--- config.mk ---
export PLATFORM = sky130hd
export DESIGN_NAME = fetch_stage
export DESIGN_NICKNAME = d
export VERILOG_FILES = /design/src/rtl/fetch_stage.sv
export SDC_FILE = /design/constraint.sdc
export NUM_CORES = 1
export LEC_CHECK = 0
export BUFFER_PORTS_ARGS = -buffer_cell sky130_fd_sc_hd__buf_2
export CAP_MARGIN = 20
export CORE_MARGIN = 2
export CORE_UTILIZATION = 43
export CTS_CLUSTER_SIZE = 30
export DETAILED_ROUTE_END_ITERATION = 8
export GPL_ROUTABILITY_DRIVEN = 0
export GPL_TIMING_DRIVEN = 0
export PLACE_DENSITY_LB_ADDON = 0.2
export SKIP_CTS_REPAIR_TIMING = 1
export SLEW_MARGIN = 10
export SYNTH_ARGS = -nofsm -noshare
export SYNTH_HDL_FRONTEND = slang
export SYNTH_SLANG_ARGS = --single-unit
--- constraint.sdc ---
create_clock -name CLK -period 3 [get_ports CLK]
set_clock_uncertainty 0.15 [all_clocks]
set_input_delay 0.6 -clock CLK [delete_from_list [all_inputs] [get_ports CLK]]
set_output_delay 0.6 -clock CLK [all_outputs]
set_load 0.05 [all_outputs]
--- src/rtl/fetch_stage.sv ---
// fetch_stage: instruction-fetch stage of the pipelined MIPS datapath.
//
// This stage owns the program counter and the instruction-memory request.
// It sends the fetched instruction, its PC and its link address (PC+4) to IF/ID.
// It also redirects on taken branches (from MEM) and on jumps (from ID).
// It holds on hazard stalls and stops fetching for good on HALT.
//
// Ports:
//   CLK, RST            clock; asynchronous active-high reset
//   ihit, imemload      instruction-memory response for the current imemaddr
//   imemREN, imemaddr   instruction-memory request
//   stall               hazard freeze (hold PC)
//   brnch_take/addr     taken branch from MEM (older, so it wins)
//   jump_take/addr      J/JAL/JR from ID
//   halt                HALT retired; stop fetching until reset
//   ifinstr, ifpc       instruction and its PC for IF/ID (ifinstr is a NOP when not valid)
//   ifJALjump_addr      PC+4 (JAL link value)
//   ifvalid             ifinstr is a real, non-squashed instruction
//   ifflush             redirect accepted; IF/ID must load a bubble
module fetch_stage #(
    parameter logic [31:0] PC_INIT = 32'h0000_0000
) (
    input  logic        CLK,
    input  logic        RST,
    input  logic        ihit,
    input  logic [31:0] imemload,
    output logic        imemREN,
    output logic [31:0] imemaddr,
    input  logic        stall,
    input  logic        brnch_take,
    input  logic [31:0] brnch_addr,
    input  logic        jump_take,
    input  logic [31:0] jump_addr,
    input  logic        halt,
    output logic [31:0] ifinstr,
    output logic [31:0] ifJALjump_addr,
    output logic [31:0] ifpc,
    output logic        ifvalid,
    output logic        ifflush
);

    typedef enum logic [1:0] {
        StFetch     = 2'd0,
        StRedirWait = 2'd1,
        StHalted    = 2'd2
    } state_e;

    state_e      state_q, state_d;
    logic [31:0] pc_q, pc_d;
    logic [31:0] pend_q, pend_d;

    logic        redir;
    logic [31:0] target_raw;
    logic [31:0] target;
    logic [31:0] pc_plus4;

    // The branch is older than the jump, so the branch wins.
    assign redir      = brnch_take | jump_take;
    assign target_raw = brnch_take ? brnch_addr : jump_addr;
    assign target     = {target_raw[31:2], 2'b00};
    assign pc_plus4   = pc_q + 32'd4;

    // Datapath outputs
    assign imemaddr       = pc_q;
    assign ifpc           = pc_q;
    assign ifJALjump_addr = pc_plus4;
    assign ifinstr        = ifvalid ? imemload : 32'h0000_0000;

    always_comb begin
        imemREN = 1'b1;
        ifvalid = 1'b0;
        ifflush = 1'b0;
        pc_d    = pc_q;
        pend_d  = pend_q;
        state_d = state_q;

        unique case (state_q)
            StFetch: begin
                if (halt) begin
                    state_d = StHalted;
                end else if (redir) begin
                    ifflush = 1'b1;
                    if (ihit) begin
                        pc_d = target;
                    end else begin
                        // Keep the outstanding request stable and remember the target.
                        pend_d  = target;
                        state_d = StRedirWait;
                    end
                end else if (!stall && ihit) begin
                    pc_d    = pc_plus4;
                    ifvalid = 1'b1;
                end
            end
            StRedirWait: begin
                if (halt) begin
                    state_d = StHalted;
                end else begin
                    if (redir) begin
                        ifflush = 1'b1;
                        pend_d  = target;
                    end
                    if (ihit) begin
                        // The old request has completed and is discarded. Jump to the newest target.
                        pc_d    = redir ? target : pend_q;
                        state_d = StFetch;
                    end
                end
            end
            StHalted: begin
                imemREN = 1'b0;
            end
            default: begin
                state_d = StFetch;
            end
        endcase

        // Reset is asynchronous. While it is held, the stage must not present anything.
        if (RST) begin
            ifvalid = 1'b0;
            ifflush = 1'b0;
        end
    end

    always_ff @(posedge CLK or posedge RST) begin
        if (RST) begin
            state_q <= StFetch;
            pc_q    <= PC_INIT;
            pend_q  <= 32'h0000_0000;
        end else begin
            state_q <= state_d;
            pc_q    <= pc_d;
            pend_q  <= pend_d;
        end
    end

endmodule

Word level (Yosys, flattened, before mapping)
Cells that the tools add are included.
{"block": "op_classes", "n_bitwise": 2, "add_sub_neg": 1, "div": 0, "n_reduce_logical": 8, "shifts": 0, "n_lt_le_gt_ge": 0, "eq_ne": 12, "mul": 0, "muxes": 31}
{"operator": "$mux W32", "n": 13}
{"operator": "$pmux W32 S2", "n": 2}
{"operator": "$add A32 B3 Y32 const B", "n": 1}
{"operator": "$ne A3 B3 Y1 const B", "n": 5}
{"operator": "$mux W1", "n": 10}
{"operator": "$mux W2", "n": 5}
{"operator": "$ne A2 B2 Y1 const B", "n": 5}
{"operator": "$pmux W2 S3", "n": 1}
{"operator": "$reduce_and A6 Y1", "n": 1}
{"operator": "$reduce_and A5 Y1", "n": 1}
{"operator": "$reduce_and A4 Y1", "n": 1}
{"operator": "$eq A2 B1 Y1 const B", "n": 1}
{"operator": "$eq A2 B2 Y1 const B", "n": 1}
{"operator": "$logic_not A2 Y1", "n": 1}
{"operator": "$reduce_bool A2 Y1", "n": 1}
{"operator": "$reduce_or A2 Y1", "n": 1}
{"operator": "$logic_and A1 B1 Y1", "n": 1}
{"operator": "$logic_not A1 Y1", "n": 1}
{"operator": "$not A1 Y1", "n": 1}
{"operator": "$or A1 B1 Y1", "n": 1}
{"block": "totals", "memories": 0, "reg_bits": 66, "mem_bits_rw": 0, "wordCells": 57, "mem_bits_ro": 0, "out_inout_bits": 131, "latchBits": 0}

Logic depth before layout (Yosys ltp)
{"block": "depth", "word_depth": 8, "ltp_mapped": 8}

Worst setup path after synthesis
Ideal clock, no wire load.
{"block": "synth_timing", "path_kind": "reg-to-output", "from": "register pc_q[2], in the netlist ifpc[2]", "to": "output port ifJALjump_addr[24]", "path_slack_ps": -536, "n_path_buf": 1, "arrival_time_ps": 2786, "t_required_ps": 2250, "stages_incl_launch_ff": 7, "cell_sequence": "dfrtp_1 -> ha_1 -> nand3_2 -> or3_1 -> buf_2 -> nor3_1 -> xor2_1"}
{"block": "synth_between", "elab_chain_cells": 1}
{"element": "start: declaration", "line_no": "49", "rtl": "logic [31:0] pc_q, pc_d;"}
{"element": "start signal: assignment", "line_no": "132", "rtl": "pc_q <= pc_d;"}
{"element": "$add A32 B3 Y32", "line_no": "61", "rtl": "assign pc_plus4 = pc_q + 32'd4;"}
{"element": "end: declaration", "line_no": "36", "rtl": "output logic [31:0] ifJALjump_addr,"}
No other way between the ends.

Worst setup path after layout
{"block": "layout_timing", "from": "register pc_q[14], in the netlist ifpc[14]", "to": "output port ifJALjump_addr[24]"}
Same word-level chain as after synthesis.

==> reports/qor.yml <==
logic_synthesis:
  synth_edf_count: 0
  yosysSeqAreaShare_pct: 33.9
  ys_types: 58
  synth_top_area_cell: "dfrtp_1"
  yosys-top-cells-area: "dfrtp_1, o21ai_0, mux2i_1"
  ys_async_sr_fraction_pct: 100
  dominantRegCellSynth: "dfrtp_1"
  synth_nets: 701
  yosysWarningCount: 0
  synth-seq-cells: 66
  syn_inst: 597
  synth_top_area_share_pct: 33.9
  syn_area_per_cell_um2: 8.15
  syn_area_mm2: 0.00487
power:
  p_leak_nw: 3.56
  irDropWorstVdd_uv: 948
  p_per_area_mw_per_mm2: 1050
timing:
  final_max_slew_viol_count: 0
  slew_headroom_pct: 37.4
  rsz0062_at_grt: "yes"
  timing.final.crit_share_pct: 99.4
  whs_ns: 0.182
  setup_tns_ns: 0
  worst_pin_slew_ns: 0.939
  timing.fmax_mhz: 335
  fin_crit_ns: 2.98
  setup_viol: 0
  hold_viol: 0
finish:
  filler_cell_count: 960
  fin_nets: 955
  final_cell_mix: "buf_2, nand2_1, o21ai_0"
  diodes: 0
  final_common_cell: "buf_2"
  drive_gt1_share_pct: 43.0
  multi_input_area_mm2: 0.00305
  area_growth_pct: 44.2
  regArea_mm2: 0.00167
worst_setup_path:
  required_ns: 2.25
  cp.arrival_ns: 2.23
  crit_family: "simple AND/OR/NAND/NOR gates"
  crit_type: "flop to output pin"
  max_stage_delay_ns: 0.39
  path_cells: "clkbuf_4, nand4_1, buf_4, or2_2, nor3_4, xor2_2, buf_6"
  cp_num_buf_inv: 3
  r2r-start: "state_q[0]"
  critPathMaxFanout: 8
  slowest_stage: "dfrtp_1"
  critPathCaptureType: "output pin"
  setup.worst_path.start: "ifpc[14]"
  critPathLaunchType: "flop"
hold_path:
  worstHoldPathType: "primary input to async pin"
detailed_routing:
  vias_per_cell: 5.75
  totalWireLength_mm: 18.8
  drt_drc_violations_left: 0
  drtIter0Drc: 551
  vias: 5726
  wire_per_inst_um: 18.8
  drt_first_pass_iters: 6
  postRouteAntennaNets: 0
run_status:
  status: "finished clean"
placement:
  portBuffers: 228
  hpwlAfterDp_mm: 13.8
clock_tree:
  cts.clk_slew.worst_paths_ns: 0.05
  clk-insertion-delay-late_ns: 0.34
  cts_sinks: 66
  cts_made_buffers: 9
  htree_levels: 3
  clock_path_buffers: 2
  cts_tree: "built"
  cts-root-buf: "clkbuf_16"
global_routing:
  antenna_found_initial: 0
  grt_max_degree: 29
  grt_pass1_wl_mm: 28.1
  grt-ovfl-total: 0
  grt_pass1_vias: 5414
  grt.total_usage_pct: 30.5
floorplan:
  die_w_um: 110
  coreArea_mm2: 0.0109
  initial_utilization_pct: 44.5
  num_io_pins: 234
  row_count: 38
  die_y_um: 110
  dieArea_mm2: 0.0122
flow_run:
  drv_cap: 0
-- metrics by stage --
stage | power, mW | util [%] | area [um^2] | worst slack, ns | instances
final | 7.36 | 64.2 | 7020 | 0.0192 | 996
after global routing | 7.70 | 64.2 | 7020 | -0.0644 | 996
after CTS | 7.15 | 61.1 | 6690 | -0.589 | 983
after detailed placement | 6.18 | 58.7 | 6420 | -0.530 | 967
after global placement | 6.10 | 58.3 | 6370 | -0.519 | 965
after floorplan | 5.16 | - | 5060 | -0.146 | 597
-- layer usage --
metal	global-route usage, %	up-vias	routed length [um]
li1	-	2581	-
met4	13.6	0	588
met1	39.0	2693	7030
met5	0	-	0
met3	5.41	50	2040
met2	50.4	402	9090
-- registers in the layout (all words and copies together) (netlist names) --
signal,cells
pend_q,32
state_q,2
ifpc,32
-- where the power goes --
| part | switching, mW | leakage, nW | internal (mW) |
|---|---|---|---|
| clock network | 0.395 | 0.133 | 0.579 |
| registers | 0.619 | 0.802 | 1.29 |
| logic | 3.15 | 2.62 | 1.33 |
| total | 4.16 | 3.56 | 3.20 |
-- cells by family (layout without fill, tap and decap cells) --
family,after synthesis,in the layout,share of synthesized area [%]
adders and majority gates,1,1,0.257
and+or+nand+nor,227,227,24.3
muxes,31,31,6.40
buffers and inverters,91,350,9.80
AOI/OAI and AO/OA,153,153,20.3
DFF,66,66,33.9
xor gates and xnor gates,28,28,5.04
-- layout make-up --
cell class	count	area share (%)
multi-input combinational	440	43.5
sequential	66	23.8
timing repair buffer	246	19.7
buffer	73	5.94
clock buffer	13	3.57
tap	140	2.50
inverter	15	0.856
clock inverter	3	0.214
-- path summary, 6_finish.rpt --
path	endpoint	slack [ns]	cells past startpoint
setup / recovery	ifJALjump_addr[24]	0.02	7
hold / removal	ifpc[1]	0.18	2
setup reg to reg	ifpc[15]	0.08	8
hold reg to reg	pend_q[23]	0.33	2
max in group asynchronous	ifpc[7]	1.99	3
min in group CLK	state_q[0]	0.31	2
-- synthesized netlist by cell type (2+ instances only) --
cell type  instances
a221oi_1          12
o22ai_1            2
o31a_1             5
nand4_1            8
xnor2_1           16
nand3b_1           4
buf_1              9
nand4_4            2
or2_2              3
nand2_1           74
o211ai_1           3
a22o_1             5
and3_1            11
buf_4             34
a22oi_1            5
a31oi_1            4
nor4_1             6
nor3_1            13
a221o_1            2
dfrtp_1           66
clkbuf_1          27
o21ai_0           61
xor2_1            12
buf_2              5
nand2b_1           7
nor3b_1            2
nand3_1           11
nor2_1            34
a21oi_1           24
o311ai_0           3
a211oi_1           4
a2111oi_0          2
and2_1            38
nor2b_1            8
inv_1             15
mux2i_1           30
a21boi_0           7
o2bb2ai_1          3
No activity file was read; power rests on OpenSTA's default activity.
